[src/rtl/mem_pkg.sv]
// Shared encodings for the load/store unit: access sizes, FSM states and the
// alignment rule used by both the FSM and its bench.
package mem_pkg;

    localparam logic [1:0] SIZE_BYTE = 2'b00;
    localparam logic [1:0] SIZE_HALF = 2'b01;
    localparam logic [1:0] SIZE_WORD = 2'b10;

    localparam int MEM_INDEX_W_DEFAULT = 15;

    typedef enum logic [2:0] {
        ST_IDLE     = 3'd0,
        ST_LOAD     = 3'd1,
        ST_RMW_READ = 3'd2,
        ST_WRITE    = 3'd3,
        ST_RESP     = 3'd4
    } state_t;

    // Reserved size 2'b11 is folded into the misaligned case.
    function automatic logic is_misaligned(input logic [1:0] size, input logic [1:0] offset);
        logic bad;
        case (size)
            SIZE_BYTE: bad = 1'b0;
            SIZE_HALF: bad = offset[0];
            SIZE_WORD: bad = |offset;
            default:   bad = 1'b1;
        endcase
        return bad;
    endfunction

endpackage

[src/rtl/mem_access_unit_lane_align.sv]
// Big-endian byte-lane steering: extracts and extends a load lane, and merges
// a right-justified store value into a memory word.
module lane_align
    import mem_pkg::*;
#(
    parameter int DATA_W = 32
) (
    input  logic [1:0]        size,
    input  logic [1:0]        offset,
    input  logic              is_signed,
    input  logic [DATA_W-1:0] mem_word,
    input  logic [DATA_W-1:0] store_data,
    output logic [DATA_W-1:0] load_data,
    output logic [DATA_W-1:0] merged
);

    // Offset 0 is the most significant lane, so the shift counts down.
    logic [4:0]        shift_b;
    logic [4:0]        shift_h;
    logic [DATA_W-1:0] lane_b_word;
    logic [DATA_W-1:0] lane_h_word;
    logic signed [7:0]  lane_b;
    logic signed [15:0] lane_h;
    logic [DATA_W-1:0] mask_b;
    logic [DATA_W-1:0] mask_h;

    assign shift_b     = {~offset, 3'b000};
    assign shift_h     = {~offset[1], 4'b0000};
    assign lane_b_word = mem_word >> shift_b;
    assign lane_h_word = mem_word >> shift_h;
    assign lane_b      = lane_b_word[7:0];
    assign lane_h      = lane_h_word[15:0];
    assign mask_b      = 32'h0000_00FF << shift_b;
    assign mask_h      = 32'h0000_FFFF << shift_h;

    always_comb begin
        load_data = mem_word;
        case (size)
            SIZE_BYTE: load_data = is_signed ? {{(DATA_W-8){lane_b[7]}}, lane_b}
                                             : {{(DATA_W-8){1'b0}}, lane_b};
            SIZE_HALF: load_data = is_signed ? {{(DATA_W-16){lane_h[15]}}, lane_h}
                                             : {{(DATA_W-16){1'b0}}, lane_h};
            default:   load_data = mem_word;
        endcase
    end

    always_comb begin
        merged = store_data;
        case (size)
            SIZE_BYTE: merged = (mem_word & ~mask_b)
                              | ({{(DATA_W-8){1'b0}}, store_data[7:0]} << shift_b);
            SIZE_HALF: merged = (mem_word & ~mask_h)
                              | ({{(DATA_W-16){1'b0}}, store_data[15:0]} << shift_h);
            default:   merged = store_data;
        endcase
    end

endmodule

[src/rtl/mem_access_unit.sv]
// CPU-side load/store unit driving the word-indexed data port of the unified
// memory; sub-word stores are done as read-modify-write.
module mem_access_unit
    import mem_pkg::*;
#(
    parameter int ADDR_W      = 32,
    parameter int DATA_W      = 32,
    parameter int MEM_INDEX_W = MEM_INDEX_W_DEFAULT
) (
    input  logic              clk,
    input  logic              rst_n,
    input  logic              req_valid,
    output logic              req_ready,
    input  logic              req_write,
    input  logic [1:0]        req_size,
    input  logic              req_signed,
    input  logic [ADDR_W-1:0] req_addr,
    input  logic [DATA_W-1:0] req_wdata,
    output logic              resp_valid,
    output logic [DATA_W-1:0] resp_rdata,
    output logic              resp_misaligned,
    output logic [ADDR_W-1:0] dataMemoryAddress,
    output logic              dataMemorywriteEnable,
    output logic [DATA_W-1:0] dataMemorydataIn,
    input  logic [DATA_W-1:0] dataMemorydataOut
);

    state_t                 state, state_next;
    logic                   accept;
    logic                   req_bad;
    logic [1:0]             size_q;
    logic [1:0]             offset_q;
    logic                   signed_q;
    logic                   misaligned_q;
    logic [MEM_INDEX_W-1:0] index_q;
    logic [DATA_W-1:0]      word_q;
    logic [DATA_W-1:0]      rdata_q;
    logic [DATA_W-1:0]      load_data;
    logic [DATA_W-1:0]      merged;
    logic                   unused_addr_hi;

    // Address bits above the index alias away by design.
    assign unused_addr_hi = ^req_addr[ADDR_W-1:MEM_INDEX_W+2];

    assign accept  = req_valid && (state == ST_IDLE);
    assign req_bad = is_misaligned(req_size, req_addr[1:0]);

    lane_align #(.DATA_W(DATA_W)) u_lane_align (
        .size       (size_q),
        .offset     (offset_q),
        .is_signed  (signed_q),
        .mem_word   (dataMemorydataOut),
        .store_data (word_q),
        .load_data  (load_data),
        .merged     (merged)
    );

    always_ff @(posedge clk or negedge rst_n) begin
        if (!rst_n) state <= ST_IDLE;
        else        state <= state_next;
    end

    always_comb begin
        state_next = state;
        case (state)
            ST_IDLE: begin
                if (accept) begin
                    if (req_bad)                    state_next = ST_RESP;
                    else if (!req_write)            state_next = ST_LOAD;
                    else if (req_size == SIZE_WORD) state_next = ST_WRITE;
                    else                            state_next = ST_RMW_READ;
                end
            end
            ST_LOAD:     state_next = ST_RESP;
            ST_RMW_READ: state_next = ST_WRITE;
            ST_WRITE:    state_next = ST_RESP;
            ST_RESP:     state_next = ST_IDLE;
            default:     state_next = ST_IDLE;
        endcase
    end

    always_comb begin
        req_ready             = (state == ST_IDLE);
        resp_valid            = (state == ST_RESP);
        resp_rdata            = (state == ST_RESP) ? rdata_q : '0;
        resp_misaligned       = (state == ST_RESP) && misaligned_q;
        dataMemorywriteEnable = (state == ST_WRITE);
        dataMemorydataIn      = (state == ST_WRITE) ? word_q : '0;
        dataMemoryAddress     = {{(ADDR_W-MEM_INDEX_W){1'b0}}, index_q};
    end

    // word_q holds the store data until RMW_READ replaces it with the merged word.
    always_ff @(posedge clk or negedge rst_n) begin
        if (!rst_n) begin
            size_q       <= '0;
            offset_q     <= '0;
            signed_q     <= 1'b0;
            misaligned_q <= 1'b0;
            index_q      <= '0;
            word_q       <= '0;
            rdata_q      <= '0;
        end else begin
            case (state)
                ST_IDLE: begin
                    if (accept) begin
                        size_q       <= req_size;
                        offset_q     <= req_addr[1:0];
                        signed_q     <= req_signed;
                        misaligned_q <= req_bad;
                        index_q      <= req_addr[MEM_INDEX_W+1:2];
                        word_q       <= req_wdata;
                        rdata_q      <= '0;
                    end
                end
                ST_LOAD:     rdata_q <= load_data;
                ST_RMW_READ: word_q  <= merged;
                default: ;
            endcase
        end
    end

endmodule

[config.mk]
export PLATFORM = sky130hd
export DESIGN_NAME = mem_access_unit
export DESIGN_NICKNAME = d
export VERILOG_FILES = /design/src/rtl/mem_pkg.sv /design/src/rtl/mem_access_unit_lane_align.sv /design/src/rtl/mem_access_unit.sv
export SDC_FILE = /design/constraint.sdc
export NUM_CORES = 1
export LEC_CHECK = 0
export ABC_CLOCK_PERIOD_IN_PS = 2500
export BUFFER_PORTS_ARGS = -buffer_cell sky130_fd_sc_hd__clkbuf_2
export CORE_ASPECT_RATIO = 1.1
export CORE_MARGIN = 3
export CORE_UTILIZATION = 50
export CTS_CLUSTER_DIAMETER = 30
export DETAILED_ROUTE_END_ITERATION = 8
export GPL_TIMING_DRIVEN = 0
export PLACE_DENSITY = 0.82
export SLEW_MARGIN = 0
export SYNTH_ARGS = -nofsm -noshare
export SYNTH_HDL_FRONTEND = slang
export SYNTH_SLANG_ARGS = --single-unit
[constraint.sdc]
create_clock -name clk -period 2.5 [get_ports clk]
set_input_delay 0.125 -clock clk [delete_from_list [all_inputs] [get_ports clk]]
set_output_delay 0.125 -clock clk [all_outputs]
set_load 0.1 [all_outputs]
==> results.md <==
- The flow ran to the end, and the final reports show no timing, DRC or antenna violations.
- The number of global-route vias before repair is between 4,000 and 5,000.
- The mean routed wirelength per cell is 19.3 um.
- The count of port buffers added during placement is 170.
- The via density per instance is between 5 and 6.
- Cell internal power was estimated by the tool at 4.30 mW.
- The endpoint type of the worst setup path is an output pin.
- The largest net degree at the start of global routing is 51.
- The initial antenna violation count is 0.
- Summing over every cut layer, the via total after detailed routing is ~5,100.
- The total global routing track utilization is between 20% and 30%.
- The first-pass GRT wire length is approximately 26 mm.
- The routability-driven placement congestion ratio is 0.967.
- For the pin with the worst max-slew slack, the measured transition is roughly 0.84 ns.
- The maximum root-to-sink buffer count is 2.
- In this run, placement finished with an instance count of 857.
- The routed design has 17.1 mm of wire.
- In this run the power spent charging and discharging nets is between 5 and 6 mW.
- The worst setup path is launched from a register.
- The required time at the endpoint of the critical path is 2.38 ns.
- The post-layout net count is roughly 850.
- After the first detailed-routing iteration, the DRC count stood at 453.
- The minimum clock period is 2.39 ns.
- The post-route netlist has around 37% of its cells at a drive strength greater than 1.
- Sequential cells were found to cover a little over two fifths of the synthesized design area.
- 203 I/O pins were placed.
- Setup violations remaining at the end of the flow were counted as 0.
- At the worst endpoint, the arrival time is 2.26 ns.
- The sequential power share is a little over a quarter.
- The number of slew-limit violations in the final report is 0.
- The core region is 10,000 um2.
- The analysis attributes to cell leakage a power of 3.30 nW.
- Synthesis produced 530 cells.
- The clock share of power is 9.6%.
- In this run the power density over the cells is 1430 nW/um2.
- The count of synthesis-stage warnings from yosys is 0.
- Global routing consumed, on the met3 layer, 5.43% of the routing resources.
- The cell area reported after detailed placement is 6340 um2.
- Counting distinct cell types in the post-synthesis netlist gives 48.
- Combinational logic is responsible for a little under two thirds of the overall power.
- In this run the cell area of the synthesized design comes to 5210 um2.
- Compared with the post-synthesis result, the final layout area differs by 28.9%.
- Of the post-synthesis cell area, the dominant cell type holds 42.2%.
- The HPWL after detailed placement is 13.1 mm.
- Based on the critical path, the design can be clocked at up to around 0.42 GHz.
- By area the synthesized netlist is led by sky130_fd_sc_hd__dfrtp_1, sky130_fd_sc_hd__and2_1, sky130_fd_sc_hd__mux2_2.
- The detailed-route DRC error count is 0.
- The number of hold violations in the final report is 0.
- The vertical die dimension is 113 um.
- Measured against its own limit, the worst slew margin works out to 43.5%.
- The initial core utilization is 52.0%.
- The clock tree from TritonCTS is yes.
- Setup repair after global routing left no endpoint under its margin.
- The worst-case IR drop observed on VDD is 1.45 mV.
- In the global route stage, met2 resource usage came out at about 45%.
- The die outline width is 103 um.
- Clock-pin slew was measured on the worst setup and hold paths at approximately 0.080 ns.
- The synthesized design spends more area on one cell type than any other, namely sky130_fd_sc_hd__dfrtp_1.
- After synthesis the netlist holds a flip-flop and latch count of 88.
- The total number of placement rows is 38.
- The synthesized area per cell is between 9 and 10 um2.
- The area enclosed by the die boundary is 11,700 um2.
- The number of buffers inserted to repair setup after CTS is 0.
- The number of synthesized flops with an enable pin is 0.
- 0 antenna diodes ended up in the layout.
- The number of standard cells in the final layout excluding fillers is 886.
- For this run, the leading register cell type out of synthesis is sky130_fd_sc_hd__dfrtp_1.
- The setup path with the least slack is of type reg2out.
- Counting the buffers created by CTS gives 9.
- The busiest layer in global routing is met2.
- The final non-filler cell area is 6720 um2.
- The setup TNS is 0 ns.
- The first detailed-routing pass took 6 iterations.
- The worst clock skew on the final layout is 0.00845 ns.
- The worst min-delay path class is in2reg.
- The later-pin clock latency in the skew report is 0.36 ns.
- The sink count of the clock tree is 88.
- The completed layout was analyzed and its total power is 9.59 mW.
- Of the available clock period, the critical path in the final layout requires 95.5%.
- The async set-reset flop share out of synthesis is between 90% and 100%.
- The tree is rooted in a sky130_fd_sc_hd__clkbuf_8.
- Net switching is 55.2% of the power.
- Along the worst path, the maximum fanout reaches 10.
- The H-tree generated during clock tree synthesis spans 3 levels.
- For met1 alone, demand over resource in global routing was between 40% and 50%.
- The count of antenna-violating nets left after detailed routing is 0.
- The total overflow left after global routing is 0.
- The tool flagged a number of max-cap violations equal to 0.
cell type report:
cell class | instances | area (um2)
inverters | 7 | 26.3
multi-input cells | 391 | 2740
well taps | 140 | 175
clock buffers | 14 | 173
repair buffers | 186 | 1070
flip-flops and latches | 88 | 2200
fillers | 861 | 3310
plain buffers | 60 | 339
through the flow:
step / setup slack (ns) / util [%] / hold WS [ns]
after floorplan: 0.0393 / - / -0.171
after CTS: 0.00606 / 66.4 / 0.0000386
after detailed placement: -0.0197 / 63.2 / 0.181
after global placement: 0.0848 / 62.9 / 0.357
final: 0.113 / 67.0 / 0.0140
after global routing: 0.00121 / 67.0 / 0.00354
layout by cell type (no fill, tap or decap), types with 9 or more instances in the layout:
master	n
sky130_fd_sc_hd__nand3_1	21
sky130_fd_sc_hd__conb_1	17
sky130_fd_sc_hd__clkbuf_8	12
sky130_fd_sc_hd__buf_4	20
sky130_fd_sc_hd__nor2_1	21
sky130_fd_sc_hd__mux2i_1	17
sky130_fd_sc_hd__nand2_1	27
sky130_fd_sc_hd__clkbuf_1	23
sky130_fd_sc_hd__mux2_2	34
sky130_fd_sc_hd__dlygate4sd3_1	15
sky130_fd_sc_hd__o211ai_1	9
sky130_fd_sc_hd__dfrtp_1	88
sky130_fd_sc_hd__and2_1	68
sky130_fd_sc_hd__clkbuf_2	135
sky130_fd_sc_hd__a21oi_1	29
sky130_fd_sc_hd__clkbuf_4	15
sky130_fd_sc_hd__o21ai_0	33
sky130_fd_sc_hd__buf_2	33
sky130_fd_sc_hd__a221o_2	10
cell usage after synthesis, drive strengths merged (2+ instances only):
| cell type | count |
|---|---|
| a222oi | 7 |
| a2bb2oi | 5 |
| o2bb2ai | 8 |
| nor3 | 7 |
| nor2 | 21 |
| mux2i | 17 |
| nand3 | 21 |
| clkbuf | 25 |
| inv | 7 |
| a32oi | 6 |
| a221oi | 8 |
| nor3b | 4 |
| o21ai | 37 |
| a221o | 16 |
| or3b | 2 |
| nand2b | 5 |
| dfrtp | 88 |
| a21oi | 29 |
| and2 | 69 |
| buf | 35 |
| nor2b | 6 |
| a31oi | 4 |
| o211ai | 9 |
| o31ai | 8 |
| a22oi | 4 |
| o221ai | 2 |
| o21a | 3 |
| mux2 | 34 |
| nand2 | 27 |
| a22o | 8 |
routing by layer:
layer  part of all wire (%)  vias up
met3                     10       48
met1                     40     2408
li1                       -     2333
met2                     47      294
met4                    3.2        0
met5                      0        -
power groups by stage:
stage	Sequential [mW]	Clock, mW	Combinational [mW]
2_1_floorplan	3.32	0	3.91
5_1_grt	2.64	0.988	6.48
6_report	2.57	0.917	6.10
3_3_place_gp	2.54	0	5.85
3_5_place_dp	2.58	0	5.98
4_1_cts	2.55	0.926	6.02
timing repair:
item                                   4_1_cts  5_1_grt
setup endpoints to repair                   63       40
pin swaps                                    0        0
endpoints found under the hold margin       50        2
resized for setup                            3       56
hold buffers                                13        2
worst max-delay path: stages, from the launching register on:
cell,delay [ns]
sky130_fd_sc_hd__dfrtp_1,0.33
sky130_fd_sc_hd__buf_4,0.18
sky130_fd_sc_hd__inv_1,0.08
sky130_fd_sc_hd__nor3b_2,0.38
sky130_fd_sc_hd__clkbuf_2,0.29
sky130_fd_sc_hd__and2_1,0.17
sky130_fd_sc_hd__clkbuf_2,0.46
final timing paths:
path / start / end / depth (start not counted) / slack [ns]
worst min register to register: rdata_q[7] / rdata_q[7] / 2 / 0.49
min in group asynchronous: rst_n / rdata_q[15] / 2 / 0.33
worst max-delay path: state[0] / dataMemorydataIn[4] / 6 / 0.11
worst min-delay path: req_addr[13] / index_q[11] / 2 / 0.01
max in group asynchronous: rst_n / word_q[30] / 3 / 1.53
worst max register to register: state[2] / rdata_q[30] / 5 / 0.19
cells by family after synthesis:
kind of cell | Yosys count | synth area share (%)
flip-flops | 88 | 42.2
multiplexers | 52 | 11.0
AND/OR/NAND/NOR | 164 | 17.3
other | 1 | 0.0719
AO/OA/AOI/OAI | 158 | 22.4
buffers and inverters | 67 | 6.91
Note: power is estimated with default switching activity, not from simulation.
